--- config.mk ---
export PLATFORM = sky130hd
export DESIGN_NAME = video_frame_monitor
export DESIGN_NICKNAME = d
export VERILOG_FILES = /design/src/rtl/video_frame_monitor_pkg.sv /design/src/rtl/crc16_3bit.sv /design/src/rtl/video_frame_monitor.sv
export SDC_FILE = /design/constraint.sdc
export NUM_CORES = 1
export LEC_CHECK = 0
export CAP_MARGIN = 20
export CORE_MARGIN = 4
export CORE_UTILIZATION = 55
export DETAILED_ROUTE_END_ITERATION = 8
export PLACE_DENSITY = 0.9
export SLEW_MARGIN = 20
export SYNTH_ARGS = -nofsm -noshare
export SYNTH_HDL_FRONTEND = slang
export SYNTH_HIERARCHICAL = 1
export SYNTH_SLANG_ARGS = --single-unit
export TNS_END_PERCENT = 1
--- constraint.sdc ---
create_clock -name clk -period 3.1 [get_ports clk]
set_input_delay 0.62 -clock clk [delete_from_list [all_inputs] [get_ports clk]]
set_output_delay 0.62 -clock clk [all_outputs]
set_load 0.01 [all_outputs]
--- src/rtl/video_frame_monitor_pkg.sv ---
// Shared definitions for the raster/CRC frame monitor: FSM states, CRC constants and
// saturating counter helpers.
package video_frame_monitor_pkg;

  typedef enum logic [1:0] {
    StSearch = 2'd0,
    StPrime  = 2'd1,
    StLock1  = 2'd2,
    StLocked = 2'd3
  } mon_state_e;

  localparam logic [15:0] CrcPoly = 16'h1021;
  localparam logic [15:0] CrcInit = 16'hFFFF;

  // Counters stick at all-ones instead of wrapping so overlong lines stay visible.
  function automatic logic [9:0] sat_inc10(input logic [9:0] v);
    return (v == 10'h3FF) ? v : v + 10'd1;
  endfunction

  function automatic logic [8:0] sat_inc9(input logic [8:0] v);
    return (v == 9'h1FF) ? v : v + 9'd1;
  endfunction

endpackage

--- src/rtl/crc16_3bit.sv ---
// Combinational CRC-16 (poly 0x1021) advance by one 3-bit pixel, data MSB first.
module crc16_3bit
  import video_frame_monitor_pkg::*;
(
  input  logic [15:0] crc_i,
  input  logic [2:0]  data_i,
  output logic [15:0] crc_o
);

  logic [15:0] crc_tmp;

  // Three serial shift steps unrolled: r, then g, then b.
  always_comb begin
    crc_tmp = crc_i;
    for (int i = 2; i >= 0; i--) begin
      if (crc_tmp[15] ^ data_i[i]) begin
        crc_tmp = {crc_tmp[14:0], 1'b0} ^ CrcPoly;
      end else begin
        crc_tmp = {crc_tmp[14:0], 1'b0};
      end
    end
    crc_o = crc_tmp;
  end

endmodule

--- src/rtl/video_frame_monitor.sv ---
// Raster timing monitor: measures line/frame timing and active area, signs the active
// pixels with CRC-16 and reports once per frame with lock tracking and sticky errors.
module video_frame_monitor
  import video_frame_monitor_pkg::*;
#(
  parameter int unsigned H_TOTAL  = 309,
  parameter int unsigned V_TOTAL  = 262,
  parameter int unsigned H_ACTIVE = 256,
  parameter int unsigned V_ACTIVE = 240
) (
  input  logic        clk,
  input  logic        reset,
  input  logic        hsync,
  input  logic        vsync,
  input  logic        display_on,
  input  logic [2:0]  rgb,
  output logic        frame_done,
  output logic [9:0]  h_total,
  output logic [9:0]  line_total,
  output logic [8:0]  active_pixels,
  output logic [8:0]  active_lines,
  output logic [15:0] signature,
  output logic        locked,
  output logic        err_h,
  output logic        err_v,
  output logic        err_act
);

  localparam logic [9:0] HTotal  = 10'(H_TOTAL);
  localparam logic [9:0] VTotal  = 10'(V_TOTAL);
  localparam logic [8:0] HActive = 9'(H_ACTIVE);
  localparam logic [8:0] VActive = 9'(V_ACTIVE);

  // Input stage
  logic       hsync_d1_q, hsync_d2_q, vsync_d1_q, vsync_d2_q, de_d1_q;
  logic [2:0] rgb_d1_q;
  logic       hs_rise, vs_rise;

  // Measurement counters
  logic [9:0]  hclk_q, vcnt_q;
  logic [8:0]  pix_q, alines_q;
  logic [15:0] crc_q;
  logic        fh_bad_q, fa_bad_q;

  // Reported results
  logic        done_q;
  logic [9:0]  h_total_q, line_total_q;
  logic [8:0]  act_pix_q, act_lines_q;
  logic [15:0] sig_q;
  logic        err_h_q, err_v_q, err_act_q;

  // FSM
  mon_state_e state_q, state_d;
  logic       miss_q, miss_d;
  logic       report_en;

  // Close-of-line / close-of-frame values, including the current cycle's pixel
  logic [15:0] crc_step, crc_close;
  logic [9:0]  h_close, lines_close;
  logic [8:0]  pix_close, alines_close;
  logic        line_act, line_h_bad, line_a_bad;
  logic        line_fh_bad, line_fa_bad;
  logic        frame_a_bad, frame_v_bad, frame_good;

  // Register raw inputs once, syncs twice for edge detection.
  always_ff @(posedge clk) begin
    if (reset) begin
      hsync_d1_q <= 1'b0;
      hsync_d2_q <= 1'b0;
      vsync_d1_q <= 1'b0;
      vsync_d2_q <= 1'b0;
      de_d1_q    <= 1'b0;
      rgb_d1_q   <= 3'b000;
    end else begin
      hsync_d1_q <= hsync;
      hsync_d2_q <= hsync_d1_q;
      vsync_d1_q <= vsync;
      vsync_d2_q <= vsync_d1_q;
      de_d1_q    <= display_on;
      rgb_d1_q   <= rgb;
    end
  end

  assign hs_rise = hsync_d1_q & ~hsync_d2_q;
  assign vs_rise = vsync_d1_q & ~vsync_d2_q;

  crc16_3bit u_crc (
    .crc_i  (crc_q),
    .data_i (rgb_d1_q),
    .crc_o  (crc_step)
  );

  // Values a closing line/frame would report; a coincident hsync rise closes its line
  // into the frame that vsync is ending.
  always_comb begin
    h_close      = sat_inc10(hclk_q);
    pix_close    = de_d1_q ? sat_inc9(pix_q) : pix_q;
    crc_close    = de_d1_q ? crc_step : crc_q;
    line_act     = (pix_close != 9'd0);
    line_h_bad   = (h_close != HTotal);
    line_a_bad   = line_act && (pix_close != HActive);
    line_fh_bad  = fh_bad_q | (hs_rise & line_h_bad);
    line_fa_bad  = fa_bad_q | (hs_rise & line_a_bad);
    lines_close  = hs_rise ? sat_inc10(vcnt_q) : vcnt_q;
    alines_close = (hs_rise && line_act) ? sat_inc9(alines_q) : alines_q;
    frame_v_bad  = (lines_close != VTotal);
    frame_a_bad  = line_fa_bad | (alines_close != VActive);
    frame_good   = ~(line_fh_bad | frame_a_bad | frame_v_bad);
  end

  // Per-line and per-frame counters; vsync rise restarts the frame accumulators.
  always_ff @(posedge clk) begin
    if (reset) begin
      hclk_q   <= '0;
      pix_q    <= '0;
      vcnt_q   <= '0;
      alines_q <= '0;
      crc_q    <= CrcInit;
      fh_bad_q <= 1'b0;
      fa_bad_q <= 1'b0;
    end else begin
      hclk_q   <= hs_rise ? 10'd0 : sat_inc10(hclk_q);
      pix_q    <= hs_rise ? 9'd0 : pix_close;
      vcnt_q   <= vs_rise ? 10'd0 : lines_close;
      alines_q <= vs_rise ? 9'd0 : alines_close;
      crc_q    <= vs_rise ? CrcInit : crc_close;
      fh_bad_q <= vs_rise ? 1'b0 : line_fh_bad;
      fa_bad_q <= vs_rise ? 1'b0 : line_fa_bad;
    end
  end

  // Latch line results on hsync rise, frame results plus frame_done on vsync rise.
  always_ff @(posedge clk) begin
    if (reset) begin
      done_q       <= 1'b0;
      h_total_q    <= '0;
      act_pix_q    <= '0;
      line_total_q <= '0;
      act_lines_q  <= '0;
      sig_q        <= '0;
    end else begin
      done_q <= vs_rise & report_en;
      if (hs_rise) begin
        h_total_q <= h_close;
        if (line_act) begin
          act_pix_q <= pix_close;
        end
      end
      if (vs_rise && report_en) begin
        line_total_q <= lines_close;
        act_lines_q  <= alines_close;
        sig_q        <= crc_close;
      end
    end
  end

  // Sticky error flags, only armed once a frame is being measured.
  always_ff @(posedge clk) begin
    if (reset) begin
      err_h_q   <= 1'b0;
      err_v_q   <= 1'b0;
      err_act_q <= 1'b0;
    end else if (report_en) begin
      err_h_q   <= err_h_q | (hs_rise & line_h_bad);
      err_v_q   <= err_v_q | (vs_rise & frame_v_bad);
      err_act_q <= err_act_q | (hs_rise & line_a_bad) |
                   (vs_rise & (alines_close != VActive));
    end
  end

  // FSM state register; miss_q remembers one bad frame while locked.
  always_ff @(posedge clk) begin
    if (reset) begin
      state_q <= StSearch;
      miss_q  <= 1'b0;
    end else begin
      state_q <= state_d;
      miss_q  <= miss_d;
    end
  end

  // FSM next state, evaluated once per vsync rise.
  always_comb begin
    state_d = state_q;
    miss_d  = miss_q;
    if (vs_rise) begin
      case (state_q)
        StSearch: state_d = StPrime;
        StPrime:  state_d = frame_good ? StLock1 : StPrime;
        StLock1:  state_d = frame_good ? StLocked : StPrime;
        StLocked: begin
          if (frame_good) begin
            miss_d = 1'b0;
          end else if (miss_q) begin
            state_d = StSearch;
            miss_d  = 1'b0;
          end else begin
            miss_d = 1'b1;
          end
        end
        default: begin
          state_d = StSearch;
          miss_d  = 1'b0;
        end
      endcase
    end
  end

  // FSM outputs
  always_comb begin
    report_en = (state_q != StSearch);
    locked    = (state_q == StLocked);
  end

  assign frame_done    = done_q;
  assign h_total       = h_total_q;
  assign line_total    = line_total_q;
  assign active_pixels = act_pix_q;
  assign active_lines  = act_lines_q;
  assign signature     = sig_q;
  assign err_h         = err_h_q;
  assign err_v         = err_v_q;
  assign err_act       = err_act_q;

endmodule

# Word-level counts from Yosys, hierarchy flattened
# Cells that the tools add are included.
[totals]
ff_bits = 125
in_bits = 8
output_inout_bits = 59
elab_cells = 94
[classes]
add_sub_neg = 4
eq_ne = 13
muxes = 18
bitwise_logic = 24
n_reduce_logical = 11
[op_table]
columns = ["op", "count"]
rows = [
  ["13-bit two-way mux", 3],
  ["9-bit two-way mux", 4],
  ["10-bit two-way mux", 3],
  ["10-bit by 1-bit adder with 10-bit output, second input constant", 2],
  ["10-bit == test, second input constant", 2],
  ["10-bit by 9-bit inequality test with 1-bit output, second input constant", 2],
  ["9-bit by 1-bit adder with 9-bit output, second input constant", 2],
  ["9-bit == test, second input constant", 2],
  ["16-bit two-way mux", 1],
  ["9-bit by 8-bit inequality test with 1-bit output, second input constant", 1],
  ["9-bit inequality test, second input constant", 1],
  ["3-bit NOT", 3],
  ["1-bit OR", 9],
  ["9-bit nonzero test", 1],
  ["2-bit two-way mux", 4],
  ["2-bit one-hot mux with 4 select lines", 1],
  ["1-bit AND", 7],
  ["2-bit == test, second input constant", 2],
  ["2-bit by 1-bit inequality test with 1-bit output, second input constant", 2],
  ["2-bit AND reduction", 2],
  ["2-bit OR reduction", 2],
  ["1-bit logical AND", 3],
  ["3-bit AND reduction", 1],
  ["1-bit XOR", 3],
  ["5 further kinds", 7],
]

# Longest topological paths before layout
# Gate-level depths: netlist of run 1.
[logic_depth]
ltp_word = 12
ltp_mapped = 10
mapped_depth_nobuf = 10

# Cells and area by module
# The synthesis of run 1 kept the hierarchy.
[by_module_without_submodules]
columns = ["mod", "instances", "cells_each", "area_each_um2", "seq_area_each_um2"]
rows = [
  ["video_frame_monitor", 1, 577, 5208.7, 2502.4],
  ["crc16_3bit", 1, 16, 221.5, 0.0],
]

# Worst setup path before layout of run 1
# No wires, ideal clock.
[synth_timing]
path_kind = "register to register"
startpoint = "reg hclk_q[0]"
endpoint = "reg state_q[0]"
setup_time_ns = 0.118
arrival_ns = 2.606
required_time_ns = 2.982
slack_ns = 0.376
path_stages_with_launch = 11
path_buffers = 0
period_less_slack_ns = 2.724
path_cell_list = "dfxtp_1 ha_1 nand2_1 nor3_1 nor3_1 xnor2_1 o41ai_1 nand4_2 nor4b_4 and4b_1 nor4_2"
[synth_via]
elab_chain_cells = 9
elab_cells_between_ends = 12
cone_classes = "add/sub: 1; eq/ne: 3; mux: 3; bitwise: 4; reduce/logical: 1"
[synth_lines]
columns = ["item", "line_no", "source"]
rows = [
  ["start, declared", "video_frame_monitor.sv:40", "logic [9:0] hclk_q, vcnt_q;"],
  ["start signal, assigned", "video_frame_monitor.sv:122", "hclk_q <= hs_rise ? 10'd0 : sat_inc10(hclk_q);"],
  ["10-bit by 1-bit adder with 10-bit output / 10-bit == test (equally long branches)", "video_frame_monitor_pkg.sv:17", "return (v == 10'h3FF) ? v : v + 10'd1;"],
  ["10-bit two-way mux *", "n/a", ""],
  ["10-bit by 9-bit inequality test with 1-bit output *", "video_frame_monitor.sv:100", "line_h_bad = (h_close != HTotal);"],
  ["1-bit AND *", "video_frame_monitor.sv:102", "line_fh_bad = fh_bad_q | (hs_rise & line_h_bad);"],
  ["1-bit OR *", "video_frame_monitor.sv:102", ""],
  ["1-bit OR * (2 in a row)", "video_frame_monitor.sv:108", "frame_good = ~(line_fh_bad | frame_a_bad | frame_v_bad);"],
  ["2-bit two-way mux / 2-bit by 1-bit inequality test with 1-bit output (equally long branches)", "n/a", ""],
  ["2-bit one-hot mux with 4 select lines / 3-bit AND reduction (equally long branches)", "n/a", ""],
  ["end signal, assigned", "video_frame_monitor.sv:174", "state_q <= StSearch;"],
  ["end signal, assigned", "video_frame_monitor.sv:177", "state_q <= state_d;"],
  ["end, declared", "video_frame_monitor.sv:53", "mon_state_e state_q, state_d;"],
]
# Every way passes the cells marked *; elsewhere a longest branch is shown, timed or not.
# A chain may end at the register's enable or synchronous reset.

# Final worst setup path of run 1
[layout_timing]
startpoint = "reg pix_q[0]"
endpoint = "reg state_q[0]"
[layout_via]
elab_chain_cells = 12
elab_cells_between_ends = 19
cone_classes = "add/sub: 1; eq/ne: 4; mux: 5; bitwise: 5; reduce/logical: 4"
[layout_lines]
columns = ["item", "line_no", "source"]
rows = [
  ["start, declared", "video_frame_monitor.sv:41", "logic [8:0] pix_q, alines_q;"],
  ["start signal, assigned", "video_frame_monitor.sv:123", "pix_q <= hs_rise ? 9'd0 : pix_close;"],
  ["9-bit by 1-bit adder with 9-bit output / 9-bit == test (equally long branches)", "video_frame_monitor_pkg.sv:21", "return (v == 9'h1FF) ? v : v + 9'd1;"],
  ["9-bit two-way mux", "video_frame_monitor_pkg.sv:21", ""],
  ["9-bit two-way mux *", "video_frame_monitor.sv:97", "pix_close = de_d1_q ? sat_inc9(pix_q) : pix_q;"],
  ["9-bit nonzero test / 9-bit inequality test (equally long branches)", "video_frame_monitor.sv:99, video_frame_monitor.sv:101", ""],
  ["1-bit logical AND (on tied branches)", "video_frame_monitor.sv:105, video_frame_monitor.sv:101", ""],
  ["9-bit two-way mux / 1-bit AND (equally long branches)", "video_frame_monitor.sv:105, video_frame_monitor.sv:103", ""],
  ["9-bit by 8-bit inequality test with 1-bit output / 1-bit OR (equally long branches)", "video_frame_monitor.sv:107, video_frame_monitor.sv:103", ""],
  ["1-bit OR *", "video_frame_monitor.sv:107", "frame_a_bad = line_fa_bad | (alines_close != VActive);"],
  ["1-bit OR * (2 in a row)", "video_frame_monitor.sv:108", ""],
  ["2-bit two-way mux / 2-bit by 1-bit inequality test with 1-bit output (equally long branches)", "n/a", ""],
  ["2-bit one-hot mux with 4 select lines / 3-bit AND reduction (equally long branches)", "n/a", ""],
]
# Marked as above.

==> results of run 1 <==
[what timing repair did]
item                                    in CTS  in global routing
cloned                                       0                  0
gates resized for setup                      2                  8
pin swaps                                    0                  0
hold buffers                                 0                  0
endpoints found under the setup margin       2                  4
[registers in the layout, indices dropped and copies added (netlist names), 2 cells and up]
name and cells:
crc_q 16, signature 16, h_total 10, hclk_q 10, line_total 10, vcnt_q 10, active_lines 9, active_pixels 9
alines_q 9, pix_q 9, rgb_d1_q 3, state_q 2
[cell usage in the layout, fill, tap and decap left out, types with 4 or more instances in the layout]
master / count
dfxtp_1: 123
nor2_1: 111
clkdlybuf4s50_1: 65
nand2_1: 58
a211oi_1: 32
a21oi_1: 26
mux2i_1: 23
o21ai_0: 20
clkbuf_16: 16
nand3_1: 15
nor2b_1: 12
xor2_1: 11
buf_4: 11
and3_1: 8
xnor2_1: 8
nand2b_1: 7
nor3_1: 7
and2_1: 6
inv_1: 6
nand4_1: 6
bufinv_16: 6
xor3_1: 6
and4b_1: 5
a31oi_1: 4
[cell families after synthesis]
group | share of synthesized area, %
multiplexers | 5.14
AO/OA/AOI/OAI | 13.3
flip-flops | 46.1
XOR/XNOR | 5.99
adder cells (fa/ha/maj) | 0.922
AND/OR/NAND/NOR | 24.3
buffers and inverters | 4.29
[stage by stage]
| stage | area, um^2 | total power, W | cells |
|---|---|---|---|
| finish | 6830 | 0.00413 | 797 |
| global route | 6830 | 0.00425 | 797 |
| CTS | 6790 | 0.00414 | 797 |
| detailed placement | 6130 | 0.00194 | 765 |
| global placement | 6130 | 0.00193 | 765 |
| floorplan | 5430 | 0.00186 | 593 |
[metal layers]
metal	vias to the layer above	GRT usage [%]
met5	-	0
met4	0	8.75
met3	31	6.72
met2	190	41.1
met1	2159	28.9
li1	2184	-
[worst max-delay path: cells and delay by family, from the launching register on]
family,cells,cell delay [ns]
fa+ha+maj,1,0.21
simple gates,6,1.40
mux,1,0.35
compound gates,2,0.44
flops,1,0.43
[final timing paths]
kind | from | to
setup / recovery | pix_q[0]$_SDFF_PP0_ | state_q[0]$_SDFFE_PP0P_
setup reg to reg | pix_q[0]$_SDFF_PP0_ | state_q[0]$_SDFFE_PP0P_
hold / removal | h_total[7]$_SDFFE_PP0P_ | h_total[7]$_SDFFE_PP0P_
hold reg to reg | h_total[7]$_SDFFE_PP0P_ | h_total[7]$_SDFFE_PP0P_
[area by class of cell]
cell class,instances,area (um^2)
fillers,660,2850
inverters,6,22.5
repair buffers,77,738
well taps,133,166
clock buffers,18,418
clock inverters,14,240
multi-input cells,424,2740
flip-flops and latches,125,2500
[where the power goes]
part	internal [W]	switching, W	total [W]
Clock	0.00147	0.000741	0.00221
Combinational	0.000107	0.000131	0.000238
Sequential	0.00164	0.0000325	0.00168
Total	0.00322	0.000905	0.00413
==> results.toml, run 1 <==
[status]
status = "completed"

[clocking]
path_clk_slew_ns = 0.06
clk_latency_ns = 0.52
clock-sinks = 125
cts_max_path_buffers = 2
post-cts-setup-buffer-count = 0
cts_tree = "yes"
h-tree-depth = 4
cts_buffers = 17
clockRootBuffer = "clkbuf_8"

[power_and_ir_drop]
ir_worst_vdd_uv = 489
p_leak_nw = 2.50
powerDensity_mw_per_mm2 = 604

[critical_path]
start_kind = "flip-flop"
path_cells = "ha_4 > nand4_2 > o21ai_2 > mux2_4 > nand4b_4 > and4_4 > o221ai_2 > nor4b_4 > nor2_1 > nor4_2"
reg2reg_slack_ns = 0.15
worst_path_largest_cell_delay_ns = 0.43
crit_arrival_ns = 3.37
ff2ff_path_depth = 10
cp-end-kind = "flip-flop"
worstPathRequired_ns = 3.52
slowest_stage = "dfxtp_2"
path_class = "reg -> reg"
cp_max_fo = 10

[timing]
max_freq_ghz = 0.339
finClkSkew_ns = 0.00621
hold_viol = 0
rsz0062_at_grt = "false"
max_slew.worst_pin.slew_ns = 0.836
setup_viol = 0
maxSlewHeadroom_pct = 44.3
period_needed_ns = 2.95
final.setup.tns_ns = 0
drv_slew = 0
setup_slack_ns = 0.154
whs_ns = 0.454
fin_crit_sh_pct = 95.0

[synthesis]
post-synth-top-count-cell = "dfxtp_1"
synth_fp_nets = 605
syn_area_per_cell_um2 = 9.16
synth_common_cells = "125 x dfxtp_1, 112 x nor2_1, 58 x nand2_1, 32 x a211oi_1, 26 x a21oi_1"
synth_area_mm2 = 0.00543
ys_seq_area_share_pct = 46.1
yosys.area.top_type = "dfxtp_1"
synth_top_area_share_pct = 46.1
ys_ff_latch = 125
synth_edf_count = 0
synth_cell_type_count = 63
async_flop_share_pct = 0
ys.flop_type = "dfxtp_1"
synthTopCellsByArea = "dfxtp_1 46%, nor2_1 7.7%, mux2i_1 4.6%"
synth_cells = 593
ys_warn_count = 6

[job]
drv_cap = 0

[floorplan]
die-area_mm2 = 0.0115
ios = 67
initial_core_util_pct = 56.1
die_w_um = 107
die_h_um = 107
fp-row-count = 36
core_mm2 = 0.00968

[global_route]
grt_pass1_vias = 4562
grt_max_degree = 58
grt-ovfl-total = 0
grt_usage_pct = 24.0
grt_first_pass_wirelength_mm = 22.1
antenna_found_initial = 0

[final_layout]
drive_above_1_share_pct = 11.4
area_growth_pct = 25.8
antennaDiodeCount = 0
num-nets-final = 663
fin_util_pct = 70.5

[route]
dr_wl_met2_mm = 6.61
drtPass1Iterations = 6
met1_length_mm = 5.47
vias_per_cell = 5.73
dr_wl_met3_um = 876
vias = 4564
wl_mm = 13.2
drtAntennaViolNets = 0
drt_iter0_drc = 316
wire_per_inst_um = 16.6
route.top_layer_used = "met4"
route.detailed.drc = 0

[place]
io_buffers = 66
dpl.hpwl_mm = 8.68
place.gp.congestion = 0.925
place_ws_ns = 0.0314

[hold_path]
min_path_cells = 2
hold_class = "reg -> reg"
No activity file was read; power rests on OpenSTA's default activity.
==> run 2: changes to the inputs <==
--- a/config.mk
+++ b/config.mk
@@ -9,8 +9,8 @@
 export CORE_MARGIN = 4
 export CORE_UTILIZATION = 55
 export DETAILED_ROUTE_END_ITERATION = 8
+export GPL_ROUTABILITY_DRIVEN = 1
 export PLACE_DENSITY = 0.9
-export SLEW_MARGIN = 20
 export SYNTH_ARGS = -nofsm -noshare
 export SYNTH_HDL_FRONTEND = slang
 export SYNTH_HIERARCHICAL = 1
==> results of run 2 <==
Final layout, timing and power as in run 1 (identical DEF).
==> run 3: changes to the inputs <==
--- a/config.mk
+++ b/config.mk
@@ -6,7 +6,6 @@
 export NUM_CORES = 1
 export LEC_CHECK = 0
 export CAP_MARGIN = 20
-export CORE_MARGIN = 4
 export CORE_UTILIZATION = 55
 export DETAILED_ROUTE_END_ITERATION = 8
 export GPL_ROUTABILITY_DRIVEN = 1
==> results.toml, run 3 (synthesis results as in run 1) <==
[status]
status = "completed"

[timing]
max_freq_ghz = 0.351
period_needed_ns = 2.85
fin_crit_sh_pct = 91.8
hold_viol = 0
setup_viol = 0
maxSlewHeadroom_pct = 46.5
rsz0062_at_grt = "false"
whs_ns = 0.451
finClkSkew_ns = 0.0115
drv_slew = 0
setup_slack_ns = 0.254
final.setup.tns_ns = 0
max_slew.worst_pin.slew_ns = 0.802

[floorplan]
die_w_um = 101
initial_core_util_pct = 57.7
ios = 67
fp-row-count = 35
core_mm2 = 0.00942
die-area_mm2 = 0.0103
die_h_um = 101

[route]
drt_iter0_drc = 265
wl_mm = 12.0
vias_per_cell = 5.62
drtAntennaViolNets = 0
route.detailed.drc = 0
drtPass1Iterations = 5
vias = 4470
wire_per_inst_um = 15.1

[power_and_ir_drop]
ir_worst_vdd_uv = 440
p_leak_nw = 2.47
finalPower_w = 0.00385
powerDensity_mw_per_mm2 = 571

[final_layout]
area_growth_pct = 24.2
multi_input_area_mm2 = 0.00272
final_common_cell = "dfxtp_1"
n_fill_cell = 665
regArea_mm2 = 0.00250
drive_above_1_share_pct = 11.1
final_cell_mix = "123 x dfxtp_1, 111 x nor2_1, 65 x clkdlybuf4s50_1"
antennaDiodeCount = 0
num-nets-final = 665

[global_route]
grt-ovfl-total = 0
grt_first_pass_wirelength_mm = 20.2
grt_pass1_vias = 4320
grt_max_degree = 44
grt_usage_pct = 25.2
antenna_found_initial = 0

[critical_path]
worst_path_largest_cell_delay_ns = 0.42
path_cells = "ha_4 > nand4_2 > a2111oi_1 > o21ai_0 > nand4b_4 > and4_4 > o32ai_4 > or3b_1 > a21oi_1 > o31ai_1"
start_kind = "flip-flop"
cp_max_fo = 10
slowest_stage = "dfxtp_2"
worstPathRequired_ns = 3.48
crit_arrival_ns = 3.23
path_class = "reg -> reg"
cp-end-kind = "flip-flop"
cp_num_buf_inv = 0
critPathTopFamily = "simple AND/OR/NAND/NOR gates"

[job]
drv_cap = 0

[hold_path]
hold_class = "reg -> reg"

[place]
place_ws_ns = 0.0786
io_buffers = 66
place.gp.congestion = 0.971
dpl.hpwl_mm = 8.14

[clocking]
cts_buffers = 17
clock-sinks = 125
h-tree-depth = 4
cts_hold_buf = 0
cts_resized = 0
cts_tree = "yes"
cts_max_path_buffers = 2
clockRootBuffer = "clkbuf_8"
clk_latency_ns = 0.53
post-cts-setup-buffer-count = 0
path_clk_slew_ns = 0.06
-- run 3: changes by cell type in the layout (fill, tap and decap cells not counted), moves of 2 or more --
cell       before  now
mux2i_1        23   25
bufinv_16       6    2
inv_6           2    4
mux2i_2         3    1
buf_4          11   13
-- run 3: worst paths after layout --
kind	startpoint	end	slack, ns	cells after the start
max reg2reg	pix_q[0]$_SDFF_PP0_	err_act$_SDFFE_PP0P_	0.25	10
max	pix_q[0]$_SDFF_PP0_	err_act$_SDFFE_PP0P_	0.25	10
min	h_total[8]$_SDFFE_PP0P_	h_total[8]$_SDFFE_PP0P_	0.45	2
min reg2reg	h_total[8]$_SDFFE_PP0P_	h_total[8]$_SDFFE_PP0P_	0.45	2
-- run 3: tightest hold or removal path: stages (launching register included) --
cell and delay, ns:
dfxtp_1 0.32, nand2_1 0.04, o21ai_0 0.05
-- run 3: through the flow --
stage          area [um^2]  cells  util, %
4_1_cts               6730    795     71.5
5_1_grt               6740    795     71.6
3_3_place_gp          6140    763     65.2
2_1_floorplan         5430    593        -
6_report              6740    795     71.6
3_5_place_dp          6140    763     65.2
-- run 3: where the power goes --
part           internal, W  total, W  switching, W
registers          0.00164   0.00167     0.0000303
clock network      0.00118   0.00194      0.000765
logic             0.000107  0.000231      0.000123
total              0.00293   0.00385      0.000919
-- run 3: routing by layer --
layer / routed length, um / GRT usage [%]
met2: 5860 / 42.1
met5: 0 / 0
met4: 286 / 12.6
met3: 646 / 5.04
met1: 5190 / 31.0
-- run 3: layout make-up --
cell class / count / share of cell area (%)
repair buffers: 79 / 11.2
clock inverters: 14 / 2.34
clock buffers: 18 / 6.35
multi-input cells: 424 / 40.3
flip-flops and latches: 125 / 37.1
well taps: 129 / 2.39
inverters: 6 / 0.334
